===== config.mk =====
export PLATFORM = sky130hd
export DESIGN_NAME = dds_dac_if
export DESIGN_NICKNAME = d
export VERILOG_FILES = /design/src/rtl/dds_dac_if.sv
export SDC_FILE = /design/constraint.sdc
export NUM_CORES = 1
export LEC_CHECK = 0
export BUFFER_PORTS_ARGS = -buffer_cell sky130_fd_sc_hd__buf_4
export CORE_MARGIN = 2
export CORE_UTILIZATION = 35
export DETAILED_ROUTE_END_ITERATION = 6
export GPL_ROUTABILITY_DRIVEN = 0
export PLACE_DENSITY = 0.48
export SLEW_MARGIN = 30
export SYNTH_ARGS = -nofsm -noshare
export SYNTH_HDL_FRONTEND = slang
export SYNTH_SLANG_ARGS = --single-unit

===== constraint.sdc =====
create_clock -name clk -period 2.5 [get_ports clk]
set_input_delay 0.375 -clock clk [delete_from_list [all_inputs] [get_ports clk]]
set_output_delay 0.375 -clock clk [all_outputs]
set_load 0.1 [all_outputs]

===== src/rtl/dds_dac_if.sv =====
// Serialises each DDS sample pair into two 16-bit DAC frames (channel A, then B)
// and strobes LDAC so both DAC channels update together.
module dds_dac_if #(
  parameter int CLK_DIV    = 4,
  parameter int SAMPLE_DIV = 512
) (
  input  logic       clk,
  input  logic       rst,
  input  logic [7:0] data_0,
  input  logic [7:0] data_pi,
  output logic       sample_ack,
  output logic       busy,
  output logic       overrun,
  output logic       dac_cs_n,
  output logic       dac_sclk,
  output logic       dac_din,
  output logic       dac_ldac_n
);
  localparam int DIV_W = (SAMPLE_DIV > 1) ? $clog2(SAMPLE_DIV) : 1;
  localparam int PH_W  = (CLK_DIV > 1) ? $clog2(CLK_DIV) : 1;
  localparam logic [DIV_W-1:0] DIV_LAST = DIV_W'(SAMPLE_DIV - 1);
  localparam logic [PH_W-1:0]  PH_LAST  = PH_W'(CLK_DIV - 1);

  typedef enum logic [2:0] {IDLE, CS_A, SHIFT_A, GAP, CS_B, SHIFT_B, LDAC} state_t;

  state_t           state_q;
  logic [DIV_W-1:0] div_q;
  logic [DIV_W-1:0] div_d;
  logic             tick;
  logic [15:0]      frame_a_q;
  logic [15:0]      frame_b_q;
  logic [15:0]      shift_q;
  logic [3:0]       bit_q;
  logic [PH_W-1:0]  ph_q;
  logic [1:0]       ldac_cnt_q;

  // Sample-rate divider runs freely, independent of the transfer state.
  assign tick  = (div_q == DIV_LAST);
  assign div_d = tick ? '0 : div_q + 1'b1;

  always_ff @(posedge clk or posedge rst) begin
    if (rst) div_q <= '0;
    else     div_q <= div_d;
  end

  always_ff @(posedge clk or posedge rst) begin
    if (rst) begin
      state_q    <= IDLE;
      frame_a_q  <= '0;
      frame_b_q  <= '0;
      shift_q    <= '0;
      bit_q      <= '0;
      ph_q       <= '0;
      ldac_cnt_q <= '0;
      sample_ack <= 1'b0;
      busy       <= 1'b0;
      overrun    <= 1'b0;
      dac_cs_n   <= 1'b1;
      dac_sclk   <= 1'b0;
      dac_din    <= 1'b0;
      dac_ldac_n <= 1'b1;
    end else begin
      sample_ack <= 1'b0;
      if (tick && state_q != IDLE) overrun <= 1'b1;

      case (state_q)
        IDLE: begin
          if (tick) begin
            frame_a_q  <= {2'b00, 2'b01, data_0, 4'b0000};
            frame_b_q  <= {2'b01, 2'b01, data_pi, 4'b0000};
            sample_ack <= 1'b1;
            busy       <= 1'b1;
            dac_cs_n   <= 1'b0;
            state_q    <= CS_A;
          end
        end

        CS_A, CS_B: begin
          shift_q  <= (state_q == CS_A) ? frame_a_q : frame_b_q;
          dac_din  <= (state_q == CS_A) ? frame_a_q[15] : frame_b_q[15];
          dac_sclk <= 1'b0;
          ph_q     <= '0;
          bit_q    <= '0;
          state_q  <= (state_q == CS_A) ? SHIFT_A : SHIFT_B;
        end

        // dac_sclk doubles as the half-bit phase flag; data only moves when a low phase starts.
        SHIFT_A, SHIFT_B: begin
          if (ph_q == PH_LAST) begin
            ph_q <= '0;
            if (!dac_sclk) begin
              dac_sclk <= 1'b1;
            end else if (bit_q == 4'd15) begin
              dac_sclk   <= 1'b0;
              dac_cs_n   <= 1'b1;
              ldac_cnt_q <= '0;
              state_q    <= (state_q == SHIFT_A) ? GAP : LDAC;
            end else begin
              dac_sclk <= 1'b0;
              dac_din  <= shift_q[14];
              shift_q  <= {shift_q[14:0], 1'b0};
              bit_q    <= bit_q + 4'd1;
            end
          end else begin
            ph_q <= ph_q + 1'b1;
          end
        end

        GAP: begin
          dac_cs_n <= 1'b0;
          state_q  <= CS_B;
        end

        // One cycle of CS-high setup, then LDAC low for two cycles.
        LDAC: begin
          case (ldac_cnt_q)
            2'd0: begin
              dac_ldac_n <= 1'b0;
              ldac_cnt_q <= 2'd1;
            end
            2'd1: begin
              ldac_cnt_q <= 2'd2;
            end
            default: begin
              dac_ldac_n <= 1'b1;
              busy       <= 1'b0;
              dac_din    <= 1'b0;
              ldac_cnt_q <= '0;
              state_q    <= IDLE;
            end
          endcase
        end

        default: state_q <= IDLE;
      endcase
    end
  end
endmodule


==> impl_summary.txt <==
----------------------------------------------------
[Synth]
  Cell area after synthesis ... 0.00263 mm^2
  Main combinational cell family by area after synthesis ... multiplexers
  Most used flip-flop cell after synthesis ... dfrtp_1
  Number of warning messages in the yosys log ... 0
  Mux cell area share after synthesis ... 13.9%
  Share of async-settable or async-resettable flops after synthesis ... 100%
  Sequential-to-total area share from yosys stat ... 52.4%
  EDFF count, synth ... 0
  Mean instance size in the synthesized netlist ... 11.6 um^2
  Adder-cell share of the synthesized area ... 1.90%
  Count of state elements after synthesis ... 55
  Synthesized instance count ... 227
  Syn nets ... 249
  Fraction of synthesized cell area in xor and xnor cells ... 2.33%
  Simple-gate portion of the synthesized area ... 12.1%
  Post-synthesis cell type count ... 43
  Compound-gate portion of the synthesized area ... 12.7%

[Clocking]
  Clock sink count ... 55
  Buffer cell driving the clock tree root ... clkbuf_8
  Cts bufs inserted ... 5
  Post-CTS resize count ... 0
  Number of buffers inserted by post-CTS setup repair ... 0
  H-tree lvl count ... 2
  TritonCTS clock tree ... done
  Bufs on Longest Clock Path ... 2
  Worst-Skew Late Latency ... 310 ps
  Hold_buf cts ... 0
  Reg clk slew, reported paths ... 110 ps

[Placed design]
  Post-DP HPWL ... 3550 um
  Number of placed cells counting well taps ... 348
  Count of port buffers added during placement ... 24
  Placement-stage worst setup slack ... 324 ps

[Timing]
  Unrepaired setup endpoints after global routing ... no
  Number of setup violations in the final report ... 0
  Final Hold Vio Count ... 0
  Max Clk Rate ... 0.460 GHz
  Worst path setup slack after routing ... 324 ps
  Setup total negative slack ... 0 ps
  Least-Margin Pin Slew ... 579 ps
  Count of pins over their slew limit ... 0
  Relative slew slack ... 61.3%
  Final critical-path share of the clock period ... 87.0%
  Setup Skew ... 9.84 ps
  Minimum period implied by the final worst setup slack ... 2180 ps

[Worst setup path]
  CP Data Required Time ... 2700 ps
  Critical path cell sequence ... ha_1, and3_1, and3_1, ha_1, nor3b_1, and2_1, buf_12, mux2_2
  Kind of cell adding the most delay to the critical path ... simple AND/OR/NAND/NOR gates
  Start point of the critical path ... div_q[0]
  CP max stage delay ... 370 ps
  Startpoint types ... register
  Reg-to-Reg Start ... div_q[0]
  Kind of end point of the critical path ... register
  CP bufs+invs ... 1
  Critical path peak fanout ... 19
  Crit path kind ... register to register
  Arr. time, crit path ... 2380 ps
  Critical Path Slowest Stage Cell ... dfrtp_1

[Pwr]
  Power share of the combinational group ... 2.8%
  Flop pwr share ... 60.8%
  Sw Share ... 22.1%
  Total internal power ... 0.00114 W
  Clk pwr share ... 36.4%
  Static power due to leakage ... 1.56 nW
  Worst-case vdd ir drop ... 0.000209 V
  Net switching power figure ... 0.000323 W
  Power density normalized to cell area ... 479 mW/mm^2

[Final layout]
  Area of combinational cells with multiple inputs ... 0.00113 mm^2
  Sequential standard cell area ... 0.00138 mm^2
  Number of nets in the layout ... 278
  Number of non-filler instances in the completed layout ... 356
  Proportion of layout cells with a drive suffix above 1 ... 27.6%
  Fillers ... 740
  Area grow syn2layout ... 15.9%
  Number of inserted diodes ... 0

[Drt]
  Vias ... 1,767
  Number of remaining DRC errors ... 0
  Routed wire length ... 5110 um
  Starting DRT DRC Count ... 82
  Avg WL per Cell ... 14.4 um
  Final ANT Viol Nets ... 0
  Via density per instance ... 4.96
  Detailed Routing Iterations Pass 1 ... 4

[Die]
  Die Y-Extent ... 90.7 um
  Standard-cell rows ... 31
  Starting density of the core ... 36.3%
  Die Width ... 90.7 um
  Number of I/O pins ... 25
  Die area ... 0.00823 mm^2
  Core area ... 0.00725 mm^2

[Global route]
  Vias in the first global route ... 1,857
  Maximum number of pins on one net before global-route repair ... 31
  First-pass GRT wire length ... 9140 um
  Initial antenna violation count ... 0
  GRT overflow ... 0
  Global Route Usage Sum ... 13.6%

[Min path]
  HP Class ... input port to async pin

[Outcome]
  Outcome ... complete, no violations

[Run]
  Max cap viols ... 0

----------------------------------------------------
## cells in the mapped netlist, types with 6 or more instances
cell | count | area [um^2]
mux2_2 | 20 | 225
nand2b_1 | 7 | 43.8
a21oi_1 | 8 | 40.0
nor2_1 | 14 | 52.6
dfrtp_1 | 53 | 1330
inv_1 | 13 | 48.8
o221ai_1 | 8 | 70.1
and3_1 | 7 | 43.8
o21ai_0 | 6 | 30.0
nand3_1 | 6 | 30.0
mux2i_1 | 14 | 140
nand2_1 | 11 | 41.3
## layer usage
metal / track usage (%) / vias to the layer above / share of wire (%)
met5: 0 / - / 0
met4: 3.46 / 0 / 1.0
met3: 2.59 / 5 / 3.1
met2: 22.2 / 22 / 47
met1: 18.5 / 884 / 49
li1: - / 856 / -
## power by group through the flow
stage          registers, W  logic [W]  clock network (W)
6_report           0.000889  0.0000408           0.000532
5_1_grt            0.000889  0.0000478           0.000582
4_1_cts            0.000889  0.0000434           0.000557
3_5_place_dp       0.000906  0.0000432                  0
3_3_place_gp       0.000906  0.0000430                  0
2_1_floorplan      0.000907  0.0000132                  0
## registers in the layout, indices dropped and copies added (netlist names), 2 cells and up
| register | flops |
|---|---|
| ph_q | 2 |
| div_q | 9 |
| frame_a_q | 8 |
| bit_q | 4 |
| ldac_cnt_q | 2 |
| state_q | 3 |
| shift_q | 11 |
| frame_b_q | 9 |
## cells in the final DEF (no fill, tap or decap), drive strengths merged, types with 3 or more instances in the layout
| cell type | Yosys | routed |
|---|---|---|
| clkbuf | 4 | 7 |
| dfrtp | 53 | 53 |
| nand3 | 6 | 6 |
| buf | 7 | 33 |
| mux2 | 20 | 20 |
| o22ai | 3 | 3 |
| xnor2 | 3 | 3 |
| ha | 4 | 4 |
| nor2 | 14 | 14 |
| and3 | 7 | 7 |
| o21ai | 8 | 8 |
| xor2 | 4 | 4 |
| inv | 13 | 14 |
| or2b | 3 | 3 |
| a21o | 3 | 3 |
| mux2i | 14 | 14 |
| and2 | 4 | 4 |
| o221ai | 8 | 8 |
| nand2b | 7 | 7 |
| nand2 | 11 | 11 |
| a21oi | 8 | 8 |
| a22o | 3 | 3 |
## cells by family (layout without fill, tap and decap cells)
family / Yosys count / in the layout
simple gates: 60 / 60
mux: 34 / 34
compound gates: 43 / 43
buf+inv: 24 / 54
flops: 55 / 55
xor+xnor: 7 / 7
fa+ha+maj: 4 / 4
## layout make-up
class                           count  share of cell area, %
Clock buffer                        7                   2.83
Clock inverter                      1                  0.287
Sequential cell                    55                   45.2
Inverter                           13                   1.60
Multi-Input combinational cell    148                   37.1
Tap cell                           99                   4.06
Timing Repair Buffer               33                   8.94
## metrics by stage
step	utilization, %	total power [W]	cell area, um^2	hold WS [ps]
floorplan	-	0.000920	2630	425
global placement	40.7	0.000950	2960	439
detailed placement	40.7	0.000950	2960	447
CTS	42.1	0.00149	3050	132
global route	42.1	0.00152	3050	157
finish	42.1	0.00146	3050	113
## worst paths after layout
| check | end | slack (ps) | depth (start not counted) |
|---|---|---|---|
| min in group clk | frame_b_q[10] | 280 | 2 |
| max in group asynchronous | dac_cs_n | 1740 | 3 |
| worst max register to register | frame_b_q[5] | 320 | 8 |
| worst max-delay path | frame_b_q[5] | 320 | 8 |
| worst min-delay path | frame_b_q[11] | 110 | 2 |
| worst min register to register | div_q[0] | 450 | 1 |
Power figures use the tool's default switching activity.
